**src/rtl/stego_extract_decrypt_pkg.sv**
```systemverilog
// Shared types and defaults for the LSB steganography receive path.
package stego_extract_decrypt_pkg;

    typedef enum logic [1:0] {IDLE, COLLECT, DONE} state_t;

    localparam int NIB_W       = 4;
    localparam int DEF_NUM_KEY = 208;
    localparam int DEF_LEN_W   = 16;
    localparam int DEF_KADDR_W = 8;

    function automatic logic [NIB_W-1:0] unmask(input logic [NIB_W-1:0] cipher,
                                               input logic [NIB_W-1:0] key);
        return cipher ^ key;
    endfunction

endpackage

```
**src/rtl/stego_extract_decrypt_if.sv**
```systemverilog
// Stego byte input stream and plaintext nibble output stream.
interface stego_extract_decrypt_if;

    logic                                     pix_valid;
    logic                                     pix_ready;
    logic [7:0]                               pix_data;
    logic                                     nib_valid;
    logic                                     nib_ready;
    logic [stego_extract_decrypt_pkg::NIB_W-1:0] nib_data;

    modport master (output pix_valid, pix_data, nib_ready,
                    input  pix_ready, nib_valid, nib_data);
    modport slave  (input  pix_valid, pix_data, nib_ready,
                    output pix_ready, nib_valid, nib_data);

endinterface

```
**src/rtl/stego_extract_decrypt_key_ring.sv**
```systemverilog
// Key nibble register file with a read pointer that wraps at NUM_KEY.
module stego_extract_decrypt_key_ring
    import stego_extract_decrypt_pkg::*;
#(
    parameter int NUM_KEY = DEF_NUM_KEY,
    parameter int KADDR_W = DEF_KADDR_W
) (
    input  logic               clk,
    input  logic               reset,
    input  logic               wr_en,
    input  logic [KADDR_W-1:0] wr_addr,
    input  logic [NIB_W-1:0]   wr_data,
    input  logic               advance,
    input  logic               clear,
    output logic [NIB_W-1:0]   rd_data
);

    localparam int SLOTS = 2 ** KADDR_W;
    localparam int LIM_W = KADDR_W + 1;
    localparam logic [LIM_W-1:0]   KEY_LIM  = LIM_W'(NUM_KEY);
    localparam logic [KADDR_W-1:0] LAST_IDX = KADDR_W'(NUM_KEY - 1);

    // Sized to the full address space so the pointer indexes without truncation;
    // slots at or above NUM_KEY are never written and never reached by the pointer.
    logic [NIB_W-1:0]   slots [SLOTS];
    logic [KADDR_W-1:0] idx;

    always_ff @(posedge clk) begin
        if (reset) begin
            for (int i = 0; i < SLOTS; i++) slots[i] <= '0;
            idx <= '0;
        end else begin
            if (wr_en && ({1'b0, wr_addr} < KEY_LIM)) slots[wr_addr] <= wr_data;
            if (clear)
                idx <= '0;
            else if (advance)
                idx <= (idx == LAST_IDX) ? '0 : idx + KADDR_W'(1);
        end
    end

    assign rd_data = slots[idx];

endmodule

```
**src/rtl/stego_extract_decrypt.sv**
```systemverilog
// Extracts LSB message bits from stego bytes, packs nibbles LSB-first and
// decrypts each with a repeating key nibble.
module stego_extract_decrypt
    import stego_extract_decrypt_pkg::*;
#(
    parameter int NUM_KEY = DEF_NUM_KEY,
    parameter int LEN_W   = DEF_LEN_W,
    parameter int KADDR_W = DEF_KADDR_W
) (
    input  logic                clk,
    input  logic                reset,
    input  logic                start,
    input  logic [LEN_W-1:0]    msg_nibbles,
    input  logic                key_wr_en,
    input  logic [KADDR_W-1:0]  key_wr_addr,
    input  logic [NIB_W-1:0]    key_wr_data,
    stego_extract_decrypt_if.slave bus,
    output logic                busy,
    output logic                done
);

    state_t           state, state_nx;
    logic [1:0]       bit_cnt;
    logic [2:0]       shift;
    logic [LEN_W-1:0] to_collect;
    logic [LEN_W-1:0] to_emit;
    logic [NIB_W-1:0] key_nib;
    logic             go, accept, fourth, handoff;
    logic             unused_pix;

    assign unused_pix = ^bus.pix_data[7:1];
    assign go         = start && (state != COLLECT);
    assign handoff    = bus.nib_valid && bus.nib_ready;
    // Hold off the 4th bit while the previous nibble is still stuck in the output register.
    assign bus.pix_ready = (state == COLLECT)
                         && !(bit_cnt == 2'd3 && bus.nib_valid && !bus.nib_ready)
                         && (to_collect != '0);
    assign accept     = bus.pix_valid && bus.pix_ready;
    assign fourth     = accept && (bit_cnt == 2'd3);

    always_comb begin
        state_nx = state;
        busy     = 1'b0;
        done     = 1'b0;
        case (state)
            IDLE: begin
                if (start) state_nx = (msg_nibbles == '0) ? DONE : COLLECT;
            end
            COLLECT: begin
                busy = 1'b1;
                if (handoff && to_emit == LEN_W'(1)) state_nx = DONE;
            end
            DONE: begin
                done = 1'b1;
                if (start) state_nx = (msg_nibbles == '0) ? DONE : COLLECT;
            end
            default: state_nx = IDLE;
        endcase
    end

    always_ff @(posedge clk) begin
        if (reset) begin
            state         <= IDLE;
            bit_cnt       <= '0;
            shift         <= '0;
            to_collect    <= '0;
            to_emit       <= '0;
            bus.nib_valid <= 1'b0;
            bus.nib_data  <= '0;
        end else begin
            state <= state_nx;
            if (go) begin
                bit_cnt    <= '0;
                to_collect <= msg_nibbles;
                to_emit    <= msg_nibbles;
            end else begin
                if (accept) begin
                    bit_cnt <= bit_cnt + 2'd1;
                    case (bit_cnt)
                        2'd0:    shift[0] <= bus.pix_data[0];
                        2'd1:    shift[1] <= bus.pix_data[0];
                        2'd2:    shift[2] <= bus.pix_data[0];
                        default: ;
                    endcase
                end
                // A fresh nibble wins over a same-edge handoff, keeping nib_valid high.
                if (fourth) begin
                    bus.nib_data  <= unmask({bus.pix_data[0], shift}, key_nib);
                    bus.nib_valid <= 1'b1;
                    to_collect    <= to_collect - LEN_W'(1);
                end else if (handoff) begin
                    bus.nib_valid <= 1'b0;
                end
                if (handoff) to_emit <= to_emit - LEN_W'(1);
            end
        end
    end

    stego_extract_decrypt_key_ring #(
        .NUM_KEY (NUM_KEY),
        .KADDR_W (KADDR_W)
    ) u_key_ring (
        .clk     (clk),
        .reset   (reset),
        .wr_en   (key_wr_en && (state != COLLECT)),
        .wr_addr (key_wr_addr),
        .wr_data (key_wr_data),
        .advance (fourth),
        .clear   (go),
        .rd_data (key_nib)
    );

endmodule
```
**src/flat_wrapper.sv**
```systemverilog
// flat-port wrapper written by rule: the top's interface ports become plain ports
module stego_extract_decrypt_flat import stego_extract_decrypt_pkg::*;
#(
    parameter int NUM_KEY = DEF_NUM_KEY,
    parameter int LEN_W   = DEF_LEN_W,
    parameter int KADDR_W = DEF_KADDR_W
)
  (clk, reset, start, msg_nibbles, key_wr_en, key_wr_addr, key_wr_data, busy, done, bus_pix_valid, bus_pix_data, bus_nib_ready, bus_pix_ready, bus_nib_valid, bus_nib_data);
  stego_extract_decrypt_if bus_i ();
  input  logic clk;
  input  logic reset;
  input  logic start;
  input  logic [LEN_W-1:0] msg_nibbles;
  input  logic key_wr_en;
  input  logic [KADDR_W-1:0] key_wr_addr;
  input  logic [NIB_W-1:0] key_wr_data;
  output logic busy;
  output logic done;
  input wire logic [$bits(bus_i.pix_valid)-1:0] bus_pix_valid;
  input wire logic [$bits(bus_i.pix_data)-1:0] bus_pix_data;
  input wire logic [$bits(bus_i.nib_ready)-1:0] bus_nib_ready;
  output wire logic [$bits(bus_i.pix_ready)-1:0] bus_pix_ready;
  output wire logic [$bits(bus_i.nib_valid)-1:0] bus_nib_valid;
  output wire logic [$bits(bus_i.nib_data)-1:0] bus_nib_data;
  assign bus_i.pix_valid = bus_pix_valid;
  assign bus_i.pix_data = bus_pix_data;
  assign bus_i.nib_ready = bus_nib_ready;
  assign bus_pix_ready = bus_i.pix_ready;
  assign bus_nib_valid = bus_i.nib_valid;
  assign bus_nib_data = bus_i.nib_data;
  stego_extract_decrypt #(.NUM_KEY(NUM_KEY), .LEN_W(LEN_W), .KADDR_W(KADDR_W)) u_core (.clk(clk), .reset(reset), .start(start), .msg_nibbles(msg_nibbles), .key_wr_en(key_wr_en), .key_wr_addr(key_wr_addr), .key_wr_data(key_wr_data), .bus(bus_i), .busy(busy), .done(done));
endmodule
```
**config.mk**
```make
export PLATFORM = sky130hd
export DESIGN_NAME = stego_extract_decrypt_flat
export DESIGN_NICKNAME = d
export VERILOG_FILES = /design/src/rtl/stego_extract_decrypt_pkg.sv /design/src/rtl/stego_extract_decrypt_if.sv /design/src/rtl/stego_extract_decrypt_key_ring.sv /design/src/rtl/stego_extract_decrypt.sv /design/src/flat_wrapper.sv
export SDC_FILE = /design/constraint.sdc
export NUM_CORES = 2
export LEC_CHECK = 0
export BUFFER_PORTS_ARGS = -buffer_cell sky130_fd_sc_hd__buf_2
export CAP_MARGIN = 20
export CORE_ASPECT_RATIO = 1.75
export CORE_MARGIN = 5
export CORE_UTILIZATION = 55
export DETAILED_ROUTE_END_ITERATION = 8
export PLACE_DENSITY = 0.75
export REMOVE_ABC_BUFFERS = 1
export SYNTH_ARGS = -nofsm -noshare
export SYNTH_HDL_FRONTEND = slang
export SYNTH_SLANG_ARGS = --single-unit
```
**constraint.sdc**
```tcl
create_clock -name clk -period 3.93 [get_ports clk]
set_clock_uncertainty 0.1 [all_clocks]
set_input_delay 0.5895 -clock clk [delete_from_list [all_inputs] [get_ports clk]]
set_output_delay 0.5895 -clock clk [all_outputs]
set_load 0.1 [all_outputs]
```
* Word level (Yosys, flattened, before mapping) *
Memories as Yosys holds them, arrays and structs flattened. A register that Yosys moved wholly into a read port is not among the register bits.
Cells that the tools add are included.

storage, ports and cells
  register bits = 52
  RAM bits = 1,024
  logic and storage cells = 80
  memories kept = 1

cells by class
  add/sub/neg operators = 4
  magnitude comparators = 1
  eq/ne operators = 10
  multiplexer cells = 23
  bitwise logic cells = 2
  reduce and logical (&&, ||, !) cells = 29

memory list
  memory                   depth  bits a word  rd ports  clocked after memory_dff  write ports  line                                  text
  u_core.u_key_ring.slots  256    4            1         1                         256          stego_extract_decrypt_key_ring.sv:25  logic [NIB_W-1:0] slots [SLOTS];

operators with widths
  kind                   count
  $mux 16                4
  $mux 8                 4
  $sub 16x1->16 const B  2
  $eq 16x1->1 const B    1
  $logic_not 16->1       1
  $reduce_bool 16->1     1
  $logic_and 1x1->1      11
  $mux 1                 10
  $reduce_and 3->1       3
  $add 8x1->8 const B    1
  $eq 8x8->1 const B     1
  $lt 8x8->1 const B     1
  $eq 2x2->1 const B     3
  $mux 2                 3
  $reduce_and 2->1       3
  $reduce_bool 2->1      3
  $eq 2x1->1 const B     2
  $logic_not 2->1        2
  $mux 4                 1
  $ne 2x1->1 const B     2
  $pmux 2 s2             1
  $reduce_or 2->1        2
  $reduce_or 4->1        1
  $xor 4x4->4            1
  4 further kinds        5

* Logic depth before layout (Yosys ltp) *
  depth after elaboration = 10
  gate-level depth with buffers = 13
  gate-level depth less buffers = 10

* Modules after synthesis *
A second synthesis with hierarchy kept.

unflattened totals
  cells, all modules = 3,625
  area, all modules = 50,816.2 sq um

by module, submodules not included
  module                          times used  cells each  area each (sq um)
  stego_extract_decrypt_key_ring  1           3,333       48,365.1
  stego_extract_decrypt           1           292         2,451.1

* Worst setup path after synthesis *
OpenSTA, ideal clock, no wires.

  path kind = reg2out
  start point = register u_core.state[0]
  end point = output port bus_pix_ready
  arrival time = 3,155 ps
  path slack = 86 ps
  stages on the path, launching flop included = 5
  buffers on the path = 1
  cell sequence = dfxtp_1 -> nor2b_1 -> clkbuf_1 -> o21ai_0 -> a21oi_1

on the way
  cells in the longest elaborated chain, start to end = 3

RTL lines
  what                    line                         text
  from (decl)             stego_extract_decrypt.sv:22  state_t state, state_nx;
  from (signal assigned)  stego_extract_decrypt.sv:71  state <= state_nx;
  $eq 2x1->1              stego_extract_decrypt.sv:35  assign bus.pix_ready = (state == COLLECT)
  $logic_and 1x1->1       stego_extract_decrypt.sv:36  && !(bit_cnt == 2'd3 && bus.nib_valid && !bus.nib_ready)
  $logic_and 1x1->1       stego_extract_decrypt.sv:37  && (to_collect != '0);
  to (decl)               flat_wrapper.sv:22           output wire logic [$bits(bus_i.pix_ready)-1:0] bus_pix_ready;

No other way between the ends.

==> results_dict.tcl <==
set metrics [dict create \
    synth-main-ff-cell "edfxtp_1" \
    max_stage_delay_ns 0.64 \
    cp_num_buf_inv 3 \
    dpl_cell_area_um2 50800 \
    synth_top_area_share_pct 63.6 \
    synth.top_cells.by_count "1024 x edfxtp_1, 899 x nor2_1, 309 x clkbuf_1" \
    sw_frac_of_total_pct 20.9 \
    power.density_nw_per_um2 434 \
    fin_hold_ws_ns 0.0833 \
    cts_hold_buf 0 \
    gp_congestion 0.934 \
    syn-cell-area_um2 48300 \
    synth_seq_area_share_pct 66.1 \
    synthDistinctLibCells 70 \
    grt_max_degree 186 \
    first_pass_iters 6 \
    syn_inst 3503 \
    die_x_um 234 \
    vias_per_cell 6.33 \
    multi_input_area_um2 15600 \
    period_needed_ns 3.82 \
    hold_class "input pin to flip-flop" \
    cts_buffers 90 \
    drive_gt1_share_pct 17.6 \
    worstPathRequired_ns 4.46 \
    finalMaxSlewViolations 0 \
    leakage_nw 18.5 \
    p_sw_w 0.00488 \
    fin_nets 3679 \
    drv_cap 0 \
    fp.coreArea_um2 87000 \
    dieHeight_um 402 \
    cts_num_sinks 1084 \
    cell_internal_pwr_w 0.0184 \
    relSlewSlack_pct 36.7 \
    timing.fmax_ghz 0.262 \
    synth_area_per_cell_um2 13.8 \
    path_clk_slew_ns 0.07 \
    cp.arrival_ns 4.35 \
    postRouteAntennaNets 0 \
    clkLatencyLatePin_ns 0.69 \
    rows 143 \
    clockPowerShare_pct 39.0 \
    io-pin-count 50 \
    synthToLayoutAreaGrowth_pct 11.2 \
    yosysMostFrequentCell "edfxtp_1" \
    wl_um 135000 \
    crit_chain "buf_12 -> buf_4 -> mux4_2 -> mux4_2 -> o211ai_1 -> nand2_1 -> nor4_4 -> buf_4 -> o221ai_1 -> nor4b_1 -> a221o_1" \
    cts_tree "yes" \
    rsz0062_at_grt "false" \
    grt_pass1_vias 31500 \
    vias 30800 \
    cpMaxStageDelayCell "dfxtp_4" \
    routedWlPerCell_um 27.8 \
    setup_viol 0 \
    async_reset_ff_share_pct 0 \
    period_share_pct 97.2 \
    h-tree-depth 3 \
    hpwl_um 90400 \
    root_buffer "clkbuf_16" \
    grt-ovfl-total 0 \
    combPwrFrac_pct 4.4 \
    critPathKind "flip-flop to flip-flop" \
    initial_core_util_pct 55.6 \
    post-route-util_pct 61.8 \
    yosys.area.top_type "edfxtp_1" \
    cts_buffer_depth 3 \
    tightest_slew_ns 0.937 \
    synth_edf_count 1024 \
    critical-path-top-delay-family "multiplexers" \
    dieArea_um2 94100 \
    path_max_fanout 23 \
    final_hold_viol_count 0 \
    worstSetupStartpointType "flip-flop" \
    final_area_um2 53800 \
    peakVddDrop_mv 0.366 \
    endpoint_kind "flip-flop" \
    groute.usage.overall_pct 28.8 \
    first_iter_violations 4317 \
    antenna_found_initial 2 \
    ys_seq_elements 1084 \
    n_fill_cell 6337 \
    route.detailed.drc 0 \
    pwr-share-seq_pct 56.6 \
    seq_area_um2 32000 \
    yosys-top-cells-area "edfxtp_1 64%, mux4_2 11%, nor2_1 7.0%" \
    grt_pass1_wl_um 198000 \
    io_buffers 42 \
    outcome "finished, final reports clean" \
    yosys_warnings 0 \
]
[final cells by class]
class                           count  area share (%)
Tap cell                         1160            2.70
Timing Repair Buffer              212            3.27
Clock inverter                     46           0.901
Antenna cell                        4          0.0186
Sequential cell                  1084            59.5
Inverter                           15           0.105
Clock buffer                      118            4.54
Multi-Input combinational cell   2226            29.0
[registers in the layout, summed over array words and instances (netlist names), named ones only]
register                 flops
u_core.u_key_ring.slots   1024
u_core.to_collect           16
u_core.to_emit              16
u_core.u_key_ring.idx        8
u_core.bus.nib_data          4
u_core.shift                 3
u_core.bit_cnt               2
u_core.state                 2
u_core.bus.nib_valid         1
[repair_timing]
item,CTS,global route
resized for setup,0,2
setup endpoints to repair,0,2
buffers inserted,0,0
[cell usage in the layout, fill, tap and decap left out, types with 14 or more instances in the layout]
cell type and n:
clkinv_1 16, clkinv_2 14, mux4_2 228, o211ai_1 20, o221ai_1 23, buf_2 41, clkbuf_1 24, a22oi_1 35
dfxtp_1 56, a21o_1 180, a21oi_1 67, nand3_1 14, buf_4 149, edfxtp_1 1024, nor2b_1 15, o22ai_1 17
conb_1 192, nand2_1 138, buf_12 21, mux2i_1 70, clkbuf_16 94, o21bai_1 34, nor3_1 24, nor2_1 897
nand2b_1 15, mux2_2 28, o21ai_0 33
[power by group through the flow]
stage,Combinational (W),Sequential [W],Clock (W)
floorplan,0.000593,0.0134,0
detailed placement,0.000997,0.0135,0
CTS,0.00100,0.0132,0.00915
finish,0.00102,0.0132,0.00910
global route,0.00108,0.0132,0.00962
global placement,0.000980,0.0134,0
[worst reg2reg max path: cells and delay by family, from the launching register on]
family | cells | cell delay, ns
AOI/OAI and AO/OA | 3 | 0.44
buffers and inverters | 3 | 0.77
DFF | 1 | 0.64
muxes | 2 | 1.00
and+or+nand+nor | 3 | 0.81
[worst paths after layout]
path	start	end	slack [ns]	depth (start not counted)
max	flip-flop	u_core.bus.nib_data[1]$_SDFFE_PP0P_	0.11	11
min	msg_nibbles[11]	u_core.to_emit[11]$_SDFFE_PP0P_	0.08	3
max reg2reg	flip-flop	u_core.bus.nib_data[1]$_SDFFE_PP0P_	0.11	11
min reg2reg	u_core.shift[2]$_SDFFE_PP0P_	u_core.shift[2]$_SDFFE_PP0P_	0.38	2
[routing by layer]
layer	global-route usage, %	up-vias	wire length [um]
li1	-	13000	-
met1	31.3	15300	40500
met2	48.8	1937	69100
met3	5.84	574	12700
met4	22.1	0	12800
met5	0	-	0
[through the flow]
| step | power [W] | worst slack (ns) | TNS [ns] | std cells |
|---|---|---|---|---|
| after CTS | 0.0234 | 0.129 | 0 | 4861 |
| after detailed placement | 0.0145 | 0.160 | 0 | 4697 |
| after global placement | 0.0144 | 0.203 | 0 | 4697 |
| after floorplan | 0.0140 | -9.34 | -42.37 | 3325 |
| after global routing | 0.0239 | 0.0395 | 0 | 4861 |
| final | 0.0233 | 0.112 | 0 | 4865 |
[kinds of logic after synthesis]
group / after synthesis / synth area share (%)
muxes: 326 / 12.7
xor gates and xnor gates: 22 / 0.399
other: 1 / 0.00776
and+or+nand+nor: 1199 / 10.1
adders and majority gates: 8 / 0.207
DFF: 1084 / 66.1
buffers and inverters: 384 / 3.37
AOI/OAI and AO/OA: 479 / 7.10
No activity file was read; power rests on OpenSTA's default activity.
